### src/rtl/fifo_test_pkg.sv
// Shared types and pattern generator for the FIFO loopback self-test.
// Pattern words are computed at a fixed wide width and narrowed by the caller.
package fifo_test_pkg;

    typedef enum logic [1:0] {
        IDLE,
        FILL,
        DRAIN,
        REPORT
    } state_t;

    localparam int MODE_INC = 0;
    localparam int MODE_ALT = 1;
    localparam int PAT_W    = 64;

    // Word idx of the test pattern; callers truncate to their data width,
    // which also gives the modulo-2^DATA_W wrap of the incrementing mode.
    function automatic logic [PAT_W-1:0] pattern_word(
        input logic [PAT_W-1:0] seed,
        input int               mode,
        input int unsigned      idx
    );
        if (mode == MODE_ALT) begin
            return idx[0] ? ~seed : seed;
        end
        return seed + PAT_W'(idx);
    endfunction

endpackage

### src/rtl/sync_fifo.sv
// Single-clock FIFO with registered read data and count-derived full/empty flags.
// Writes when full and reads when empty are dropped without side effects.
module sync_fifo #(
    parameter int DATA_W = 8,
    parameter int DEPTH  = 16
) (
    input  logic              i_clk,
    input  logic              i_rst,
    input  logic              i_wr_en,
    input  logic [DATA_W-1:0] i_wr_data,
    input  logic              i_rd_en,
    output logic [DATA_W-1:0] o_rd_data,
    output logic              o_full,
    output logic              o_empty
);

    localparam int AW    = $clog2(DEPTH);
    localparam int CNT_W = AW + 1;

    if (DEPTH < 2 || (DEPTH & (DEPTH - 1)) != 0) begin : g_bad_depth
        $error("sync_fifo: DEPTH must be a power of two >= 2");
    end

    logic [DATA_W-1:0] r_mem [DEPTH];
    logic [AW-1:0]     r_wr_ptr;
    logic [AW-1:0]     r_rd_ptr;
    logic [CNT_W-1:0]  r_count;
    logic [DATA_W-1:0] r_q;
    logic              w_do_wr;
    logic              w_do_rd;

    assign o_full    = (r_count == CNT_W'(DEPTH));
    assign o_empty   = (r_count == '0);
    assign w_do_wr   = i_wr_en && !o_full;
    assign w_do_rd   = i_rd_en && !o_empty;
    assign o_rd_data = r_q;

    // NOTE: storage is deliberately left out of reset; pointers and count
    // define what is valid, so clearing the array would only cost logic.
    always_ff @(posedge i_clk) begin
        if (w_do_wr) begin
            r_mem[r_wr_ptr] <= i_wr_data;
        end
    end

    // NOTE: sequential state uses non-blocking assignments so every register
    // samples pre-edge values regardless of statement order.
    always_ff @(posedge i_clk) begin
        if (i_rst) begin
            r_wr_ptr <= '0;
            r_rd_ptr <= '0;
            r_count  <= '0;
            r_q      <= '0;
        end else begin
            if (w_do_wr) begin
                r_wr_ptr <= r_wr_ptr + AW'(1);
            end
            if (w_do_rd) begin
                r_rd_ptr <= r_rd_ptr + AW'(1);
                r_q      <= r_mem[r_rd_ptr];
            end
            case ({w_do_wr, w_do_rd})
                2'b10:   r_count <= r_count + CNT_W'(1);
                2'b01:   r_count <= r_count - CNT_W'(1);
                default: r_count <= r_count;
            endcase
        end
    end

endmodule

### src/rtl/fifo_loopback_tester.sv
// FIFO self-test: writes a BURST-word pattern, reads it back, counts mismatches
// and reports the verdict on status outputs and active-low RGB LEDs.
module fifo_loopback_tester
    import fifo_test_pkg::*;
#(
    parameter int               DATA_W = 8,
    parameter int               DEPTH  = 16,
    parameter int               BURST  = 3,
    parameter logic [PAT_W-1:0] SEED   = 8'h65,
    parameter int               MODE   = MODE_INC
) (
    input  logic                       CLOCK,
    input  logic                       RESET,
    input  logic                       START,
    input  logic                       INJECT,
    output logic                       BUSY,
    output logic                       DONE,
    output logic                       PASS,
    output logic [$clog2(BURST+1)-1:0] ERR_COUNT,
    output logic [$clog2(BURST+1)-1:0] FIRST_ERR_IDX,
    output logic                       FIFO_FULL,
    output logic                       FIFO_EMPTY,
    output logic                       LED_R,
    output logic                       LED_G,
    output logic                       LED_B
);

    localparam int            CW         = $clog2(BURST + 1);
    localparam logic [CW-1:0] LAST_IDX   = CW'(BURST - 1);
    localparam logic [CW-1:0] BURST_CNT  = CW'(BURST);

    if (BURST < 1 || BURST > DEPTH) begin : g_bad_burst
        $error("fifo_loopback_tester: BURST must be in 1..DEPTH");
    end
    if (DATA_W < 2 || DATA_W > PAT_W) begin : g_bad_width
        $error("fifo_loopback_tester: DATA_W out of range");
    end
    if (MODE != MODE_INC && MODE != MODE_ALT) begin : g_bad_mode
        $error("fifo_loopback_tester: unknown MODE");
    end

    state_t            r_state;
    state_t            w_next_state;
    logic              w_wr_en;
    logic              w_rd_en;
    logic              w_busy;
    logic [CW-1:0]     r_wr_idx;
    logic [CW-1:0]     r_rd_cnt;
    logic [CW-1:0]     r_cmp_idx;
    logic [CW-1:0]     r_err_count;
    logic [CW-1:0]     r_first_err_idx;
    logic              r_rd_vld;
    logic              r_done;
    logic              r_pass;
    logic [DATA_W-1:0] w_wr_pat;
    logic [DATA_W-1:0] w_wr_data;
    logic [DATA_W-1:0] w_exp_data;
    logic [DATA_W-1:0] w_fifo_q;
    logic              w_fifo_full;
    logic              w_fifo_empty;

    assign w_wr_pat   = DATA_W'(pattern_word(SEED, MODE, 32'(r_wr_idx)));
    assign w_wr_data  = w_wr_pat ^ DATA_W'(INJECT && (r_wr_idx == CW'(1)));
    assign w_exp_data = DATA_W'(pattern_word(SEED, MODE, 32'(r_cmp_idx)));

    sync_fifo #(
        .DATA_W (DATA_W),
        .DEPTH  (DEPTH)
    ) u_fifo (
        .i_clk     (CLOCK),
        .i_rst     (RESET),
        .i_wr_en   (w_wr_en),
        .i_wr_data (w_wr_data),
        .i_rd_en   (w_rd_en),
        .o_rd_data (w_fifo_q),
        .o_full    (w_fifo_full),
        .o_empty   (w_fifo_empty)
    );

    always_ff @(posedge CLOCK) begin
        if (RESET) begin
            r_state <= IDLE;
        end else begin
            r_state <= w_next_state;
        end
    end

    // NOTE: every output of this block gets a default before the case, so no
    // path leaves a signal unassigned and no latch is inferred.
    always_comb begin
        w_next_state = r_state;
        w_wr_en      = 1'b0;
        w_rd_en      = 1'b0;
        w_busy       = 1'b0;
        unique case (r_state)
            IDLE, REPORT: begin
                if (START) begin
                    w_next_state = FILL;
                end
            end
            FILL: begin
                w_busy  = 1'b1;
                w_wr_en = 1'b1;
                if (r_wr_idx == LAST_IDX) begin
                    w_next_state = DRAIN;
                end
            end
            DRAIN: begin
                w_busy  = 1'b1;
                w_rd_en = (r_rd_cnt != BURST_CNT);
                if (r_rd_vld && r_cmp_idx == LAST_IDX) begin
                    w_next_state = REPORT;
                end
            end
            default: w_next_state = IDLE;
        endcase
    end

    // r_rd_vld marks the cycle in which registered FIFO data belongs to a read.
    always_ff @(posedge CLOCK) begin
        if (RESET) begin
            r_wr_idx        <= '0;
            r_rd_cnt        <= '0;
            r_cmp_idx       <= '0;
            r_rd_vld        <= 1'b0;
            r_err_count     <= '0;
            r_first_err_idx <= BURST_CNT;
            r_done          <= 1'b0;
            r_pass          <= 1'b0;
        end else begin
            r_rd_vld <= w_rd_en;
            unique case (r_state)
                IDLE, REPORT: begin
                    if (START) begin
                        r_wr_idx        <= '0;
                        r_err_count     <= '0;
                        r_first_err_idx <= BURST_CNT;
                        r_done          <= 1'b0;
                        r_pass          <= 1'b0;
                    end else if (r_state == REPORT) begin
                        r_done <= 1'b1;
                        r_pass <= (r_err_count == '0);
                    end
                end
                FILL: begin
                    r_wr_idx  <= r_wr_idx + CW'(1);
                    r_rd_cnt  <= '0;
                    r_cmp_idx <= '0;
                end
                DRAIN: begin
                    if (w_rd_en) begin
                        r_rd_cnt <= r_rd_cnt + CW'(1);
                    end
                    if (r_rd_vld) begin
                        r_cmp_idx <= r_cmp_idx + CW'(1);
                        if (w_fifo_q != w_exp_data) begin
                            r_err_count <= r_err_count + CW'(1);
                            if (r_err_count == '0) begin
                                r_first_err_idx <= r_cmp_idx;
                            end
                        end
                    end
                end
                default: ;
            endcase
        end
    end

    assign BUSY          = w_busy;
    assign DONE          = r_done;
    assign PASS          = r_pass;
    assign ERR_COUNT     = r_err_count;
    assign FIRST_ERR_IDX = r_first_err_idx;
    assign FIFO_FULL     = w_fifo_full;
    assign FIFO_EMPTY    = w_fifo_empty;
    assign LED_B         = ~w_busy;
    assign LED_G         = ~(r_done & r_pass);
    assign LED_R         = ~(r_done & ~r_pass);

endmodule

### config.mk
export PLATFORM = sky130hd
export DESIGN_NAME = fifo_loopback_tester
export DESIGN_NICKNAME = d
export VERILOG_FILES = /design/src/rtl/fifo_test_pkg.sv /design/src/rtl/sync_fifo.sv /design/src/rtl/fifo_loopback_tester.sv
export SDC_FILE = /design/constraint.sdc
export NUM_CORES = 1
export LEC_CHECK = 0
export ABC_AREA = 1
export CORE_UTILIZATION = 46
export CTS_CLUSTER_SIZE = 25
export DETAILED_ROUTE_END_ITERATION = 10
export PLACE_DENSITY = 0.62
export SLEW_MARGIN = 25
export SYNTH_ARGS = -nofsm -noshare
export SYNTH_HDL_FRONTEND = slang
export SYNTH_SLANG_ARGS = --single-unit
### constraint.sdc
create_clock -name CLOCK -period 3.1 [get_ports CLOCK]
set_input_delay 0.62 -clock CLOCK [delete_from_list [all_inputs] [get_ports CLOCK]]
set_output_delay 0.62 -clock CLOCK [all_outputs]
set_load 0.01 [all_outputs]
==> results by group <==
Global route
  – Global routing usage on met3: 3.05%
  – Antenna violations before repair: 0
  – Highest-utilization routing layer at the global route stage: met2
  – Global route total overflow: 0
  – GRT met1 Usage: 25.7%
  – Vias in the first global route: 3,097
  – Met2 Usage GRT: 30.9%
  – Pin count of the biggest net entering global routing: 36
  – First-pass GRT wire length: 15.1 mm
  – All-layer global routing usage: 19.2%

Detailed routing
  – Detailed Routing Iterations Pass 1: 5
  – Avg WL per Cell: 13.8 um
  – Via/cell ratio: 4.93
  – Post-Route WL: 9.21 mm
  – Total number of vias: 3,296
  – Number of remaining DRC errors: 0
  – Starting DRC count in detailed routing: 213
  – Detail Route Antenna Nets: 0

CTS
  – Cell at the root of the clock tree: sky130_fd_sc_hd__clkbuf_8
  – Post-CTS setup repair buffer count: 0
  – Clock tree sinks: 97
  – Worst-Skew Late Latency: 0.36 ns
  – Clock-pin slew of the registers on the worst-case setup and hold paths: 0.10 ns
  – Clock buffers created by TritonCTS: 9
  – Count of H-tree levels built during CTS: 3
  – Number of gates resized after CTS: 0
  – TritonCTS clock tree: yes
  – CTS Buffer Depth: 2
  – Hold-fix buffers at CTS: 0

Synthesis
  – Number of enable flip-flop cells after synthesis: 64
  – Synth async-reset ratio: 0%
  – Number of distinct library cell variants in the gate-level netlist after synthesis: 35
  – Synthesized net count: 541
  – Average cell area after synthesis: 9.10 um^2
  – Number of standard cells after synthesis: 516
  – Yosys warnings: 0
  – Number of synthesized register bits: 97
  – Netlist area before placement: 4700 um^2
  – Part of the Yosys area used for sequential elements: 55.0%
  – Most frequently used flop master after synthesis: sky130_fd_sc_hd__edfxtp_1

Final layout
  – Final #Nets: 555
  – Share of the core filled with cells: 52.1%
  – Fraction of layout instances using a drive strength above 1: 7.48%
  – Number of fill cells: 941
  – Area growth syn-to-layout: 8.98%
  – Antenna diode instance count: 0

Pwr
  – Part of the total power dissipated in combinational logic: 34.1%
  – Switching portion of total power: 37.1%
  – Cell-internal power: 2.44 mW
  – Leakage Power: 2.18 nW
  – Peak supply drop: 486 uV
  – Switching power: 1.44 mW
  – Proportion of power drawn by flip-flops and latches: 43.7%
  – Power Dens Cells: 757 nW/um^2
  – Clock share of power: 22.1%

Worst setup path
  – Data arrival, critical path: 2.94 ns
  – Nature of the critical path startpoint: flop
  – CP Cell Sequence: inv_1 -> ha_1 -> inv_6 -> nor2_8 -> nand2_4 -> inv_2 -> ha_1 -> fa_1 -> nand2_1 -> nand2_1 -> a21oi_1 -> xor2_1 -> nand2_1 -> a21oi_1
  – Required arrival time at the worst endpoint: 3.40 ns
  – CP peak stage delay: 0.44 ns
  – Critical path's top delay family: adder cells
  – Most frequent cell on the critical path: sky130_fd_sc_hd__nand2_1
  – Sort of element at the end of the critical path: flop
  – Crit Path Max Fanout: 11
  – Worst-path cell with the longest stage delay: sky130_fd_sc_hd__fa_1
  – Slack of the worst reg-to-reg path: 0.45 ns
  – Buf/Inv on CP: 3
  – Launch point of the worst path: r_state[0]
  – R2r startpoint: r_state[0]
  – Worst Setup Path Type: reg2reg

STA
  – Worst slew slack as a fraction of its limit: 50.3%
  – Clock skew after layout: 0.0102 ns
  – Final hold violation count: 0
  – Final min period: 2.65 ns
  – Slew of the pin with the lowest slew margin: 0.744 ns
  – Number of slew-limit violations in the final report: 0
  – Peak Freq: 378 MHz
  – Unrepaired setup endpoints after global routing: no
  – Post-route fraction of the period consumed by the critical path: 85.4%
  – # setup viols final: 0
  – Final TNS setup: 0 ns

Min path
  – Startpoint of the worst hold path: FIRST_ERR_IDX[1]
  – Min-delay worst type: reg2reg

Placed design
  – Gp weighted congestion: 0.796
  – Detailed placement HPWL: 6.40 mm
  – Port buffer count: 15

Run status
  – Status: completed

Floorplanning
  – I/O pin count: 16
  – Core area: 9820 um^2
  – Area of the die: 10,600 um^2
  – Count of standard-cell rows: 36
  – Initial core utilization: 47.8%
  – Die boundary width: 103 um
  – Floorplan die height: 103 um

Flow run
  – Max-cap viol count: 0
-- sequential cells by signal (all words and copies together), names as in the netlist, 2 cells and up --
name	cells
ERR_COUNT	2
r_state	2
u_fifo.r_rd_ptr	4
FIRST_ERR_IDX	2
r_rd_cnt	2
r_cmp_idx	2
u_fifo.r_count	5
u_fifo.o_rd_data	5
r_wr_idx	2
u_fifo.r_mem	64
u_fifo.r_wr_ptr	4
-- metal layers --
metal	vias up	routed length, um	part of all wire (%)
li1	1697	-	-
met1	1520	4270	46
met2	62	4330	47
met3	17	420	4.6
met4	0	185	2.0
met5	-	0	0
-- cell usage after synthesis, drive strengths merged, types with 4 or more instances --
| master | n | area [um^2] |
|---|---|---|
| a21oi | 23 | 123 |
| buf | 17 | 141 |
| dfxtp | 33 | 661 |
| edfxtp | 64 | 1920 |
| ha | 20 | 250 |
| inv | 82 | 318 |
| nand2 | 130 | 505 |
| nand3 | 54 | 280 |
| nand4 | 8 | 56.3 |
| nor2 | 50 | 221 |
| o21ai | 23 | 119 |
| xor2 | 4 | 35.0 |
-- final cells by class --
class                   count  area, um^2  share of cell area, %
clock buffers               9         124                   2.42
flip-flops and latches     97        2580                   50.5
well taps                 133         166                   3.25
multi-input cells         319        1650                   32.3
repair buffers             20         188                   3.67
inverters                  83         322                   6.28
clock inverters             7        85.1                   1.66
-- kinds of logic (layout without fill, tap and decap cells) --
kind of cell,after synthesis,in the layout,synth area share [%]
adders and majority gates,21,21,5.75
AOI/OAI and AO/OA,48,48,5.43
DFF,97,97,55.0
xor gates and xnor gates,5,5,0.932
and+or+nand+nor,245,245,23.0
buffers and inverters,100,119,9.86
-- cells in the final DEF (no fill, tap or decap), types with 4 or more instances in the layout --
master / instances
sky130_fd_sc_hd__a21oi_1: 21
sky130_fd_sc_hd__buf_4: 5
sky130_fd_sc_hd__clkbuf_8: 9
sky130_fd_sc_hd__clkdlybuf4s50_1: 15
sky130_fd_sc_hd__dfxtp_1: 33
sky130_fd_sc_hd__edfxtp_1: 64
sky130_fd_sc_hd__ha_1: 20
sky130_fd_sc_hd__inv_1: 76
sky130_fd_sc_hd__inv_2: 4
sky130_fd_sc_hd__inv_6: 5
sky130_fd_sc_hd__nand2_1: 127
sky130_fd_sc_hd__nand3_1: 52
sky130_fd_sc_hd__nand4_1: 7
sky130_fd_sc_hd__nor2_1: 46
sky130_fd_sc_hd__o21ai_0: 17
sky130_fd_sc_hd__o21ai_1: 5
sky130_fd_sc_hd__xor2_1: 4
-- worst min-delay path: stages, from the launching register on --
cell and delay (ns):
sky130_fd_sc_hd__dfxtp_1 0.35, sky130_fd_sc_hd__nand2_1 0.05, sky130_fd_sc_hd__nand3_1 0.05
-- through the flow --
stage	std cells	setup slack (ns)	area, um^2	power (mW)	hold WS, ns
4_1_cts	668	0.443	5120	3.92	0.478
2_1_floorplan	516	0.710	4700	2.72	0.433
3_3_place_gp	652	0.603	4910	3.03	0.449
6_report	668	0.454	5120	3.88	0.475
3_5_place_dp	652	0.471	4910	3.06	0.459
5_1_grt	668	0.255	5120	4.16	0.511
-- path summary, 6_finish.rpt --
kind | to | cells after the start
setup / recovery | u_fifo.r_count[4] | 14
setup reg to reg | u_fifo.r_count[4] | 14
hold / removal | FIRST_ERR_IDX[1] | 2
hold reg to reg | FIRST_ERR_IDX[1] | 2
-- power groups by stage --
stage	clock network, mW	logic, mW	registers, mW
global placement	0	1.31	1.72
finish	0.858	1.32	1.69
detailed placement	0	1.33	1.73
global route	0.927	1.52	1.71
CTS	0.885	1.34	1.70
floorplan	0	1.03	1.69
No activity file was read; power rests on OpenSTA's default activity.
==> RTL edit, RTL diff (config.mk and constraints unchanged) <==
Put a register stage on the outputs `LED_R`, `LED_G` and `LED_B`, cleared by the reset. The values now appear one clock later. The other outputs are not delayed to match.
--- a/src/rtl/fifo_loopback_tester.sv
+++ b/src/rtl/fifo_loopback_tester.sv
@@ -173,9 +173,17 @@
     assign FIRST_ERR_IDX = r_first_err_idx;
     assign FIFO_FULL     = w_fifo_full;
     assign FIFO_EMPTY    = w_fifo_empty;
-    assign LED_B         = ~w_busy;
-    assign LED_G         = ~(r_done & r_pass);
-    assign LED_R         = ~(r_done & ~r_pass);
+    always_ff @(posedge CLOCK) begin
+        if (RESET) begin
+            LED_R <= '0;
+            LED_G <= '0;
+            LED_B <= '0;
+        end else begin
+            LED_R <= ~(r_done & ~r_pass);
+            LED_G <= ~(r_done & r_pass);
+            LED_B <= ~w_busy;
+        end
+    end
 
 endmodule
 
Behaviour: not the same (a bounded check fails within 4 cycles, from zero or initial values and one cycle with RESET high).
==> RTL edit against the unedited design <==
  * Total power increased by 2.6%
  * Sequential cell count increased by 3
  * Setup slack about the same
  * Clock skew decreased by 0.0020 ns
  * Core utilization decreased by 0.12 points
  * Routed wire length increased by 2.7%
  * Count of clock-buffer cells in the layout unchanged
  * Via count increased by 0.12%
  * Final cell count decreased by 0.45%
  * Synthesized area increased by 0.19%
  * Cell area increased by 0.22%
==> RTL edit: results (changes against the unedited design) <==
- The power consumed by combinational cells is 1.44 mW (was 1.32 mW).
- The global-route track usage on met2 was 31.5% (was 30.9%).
- The number of global-route vias before repair was 3155 (was 3097).
- The largest incremental delay on the critical path came to 0.39 ns (was 0.44 ns).
- The worst min-delay path endpoint is r_rd_cnt[0] (was FIRST_ERR_IDX[1]).
- The buffer share of cell area came to 3.66% (was 3.67%).
- The flop-to-flop setup slack was 0.45 ns (about the same).
- The cell depth of the worst min-delay path came to 1 (was 2).
- The DRC marker count from the first detailed-route iteration was 136 (was 213).
- Status: finished clean (unchanged).
- The fraction of final layout cells sized beyond drive strength 1 is 7.71% (was 7.48%).
- The logic depth of the worst register-to-register path is 15 (was 14).
- The clock-cell share of area is 3.73% (was 4.08%).
- The clock network power is 810 µW (was 858 µW).
- The post-layout net count was 552 (was 555).
- The leakage power is 2.15 nW (was 2.18 nW).
- The met2 wirelength from detailed routing was 4340 µm (was 4330 µm).
- Most common library cells after synthesis: sky130_fd_sc_hd__nand2_1, sky130_fd_sc_hd__inv_1, sky130_fd_sc_hd__edfxtp_1 (unchanged).
- The iteration count of the initial detailed-routing pass came to 7 (was 5).
- The peak fanout along the critical path is 10 (was 11).
- The actual transition at the worst max-transition pin came to 0.640 ns (was 0.744 ns).
- The total wire length after detailed routing is 9460 µm (was 9210 µm).
- The fraction of met3 tracks used by global routing is 2.64% (was 3.05%).
- The data arrival time of the critical path is 2.95 ns (was 2.94 ns).
- The average via count per standard cell is 4.96 (was 4.93).
- The global placer's final weighted congestion came to 0.851 (was 0.796).
- The count of state elements after synthesis was 100 (was 97).
- The detailed-routed wire length on met3 came to 384 µm (was 420 µm).
- The multi-input combinational cell area came to 1640 µm² (was 1650 µm²).
- Leading cell types by total area after synthesis: sky130_fd_sc_hd__edfxtp_1, sky130_fd_sc_hd__dfxtp_1, sky130_fd_sc_hd__nand2_1 (unchanged).
- The global-route wire length before repair is 15400 µm (was 15100 µm).
- The proportion of cell area occupied by registers is 51.5% (was 50.5%).
- The met1 global-route usage is 27.0% (was 25.7%).
- The net count after synthesis is 536 (was 541).
- The switching power summed over all nets is 1.48 mW (was 1.44 mW).
- The layout filler cell count was 905 (was 941).
- The detailed-route wire length per cell is 14.2 µm (was 13.8 µm).
[RTL edit: cell types whose count changed after synthesis, sizes merged, moves of 2 or more]
cell | unedited run | this run
a21oi | 23 | 31
buf | 17 | 15
dfxtp | 33 | 36
inv | 82 | 77
nand2 | 130 | 128
nand4 | 8 | 5
nor2 | 50 | 44
or2 | 1 | 3
xor2 | 4 | 2
[RTL edit: cells by family (layout without fill, tap and decap cells)]
logic type / count (synthesis) / count (layout) / share of synthesized area, %
buf+inv: 93 / 114 / 9.07
simple gates: 238 / 238 / 22.3
flops: 100 / 100 / 56.2
fa+ha+maj: 21 / 21 / 5.74
xor+xnor: 2 / 2 / 0.372
compound gates: 57 / 57 / 6.38
[RTL edit: through the flow]
step	hold slack (ns)	utilization, %
after global placement	0.449	50.1
after global routing	0.502	52.0
after CTS	0.472	52.0
after floorplan	0.433	-
final	0.472	52.0
after detailed placement	0.458	50.1
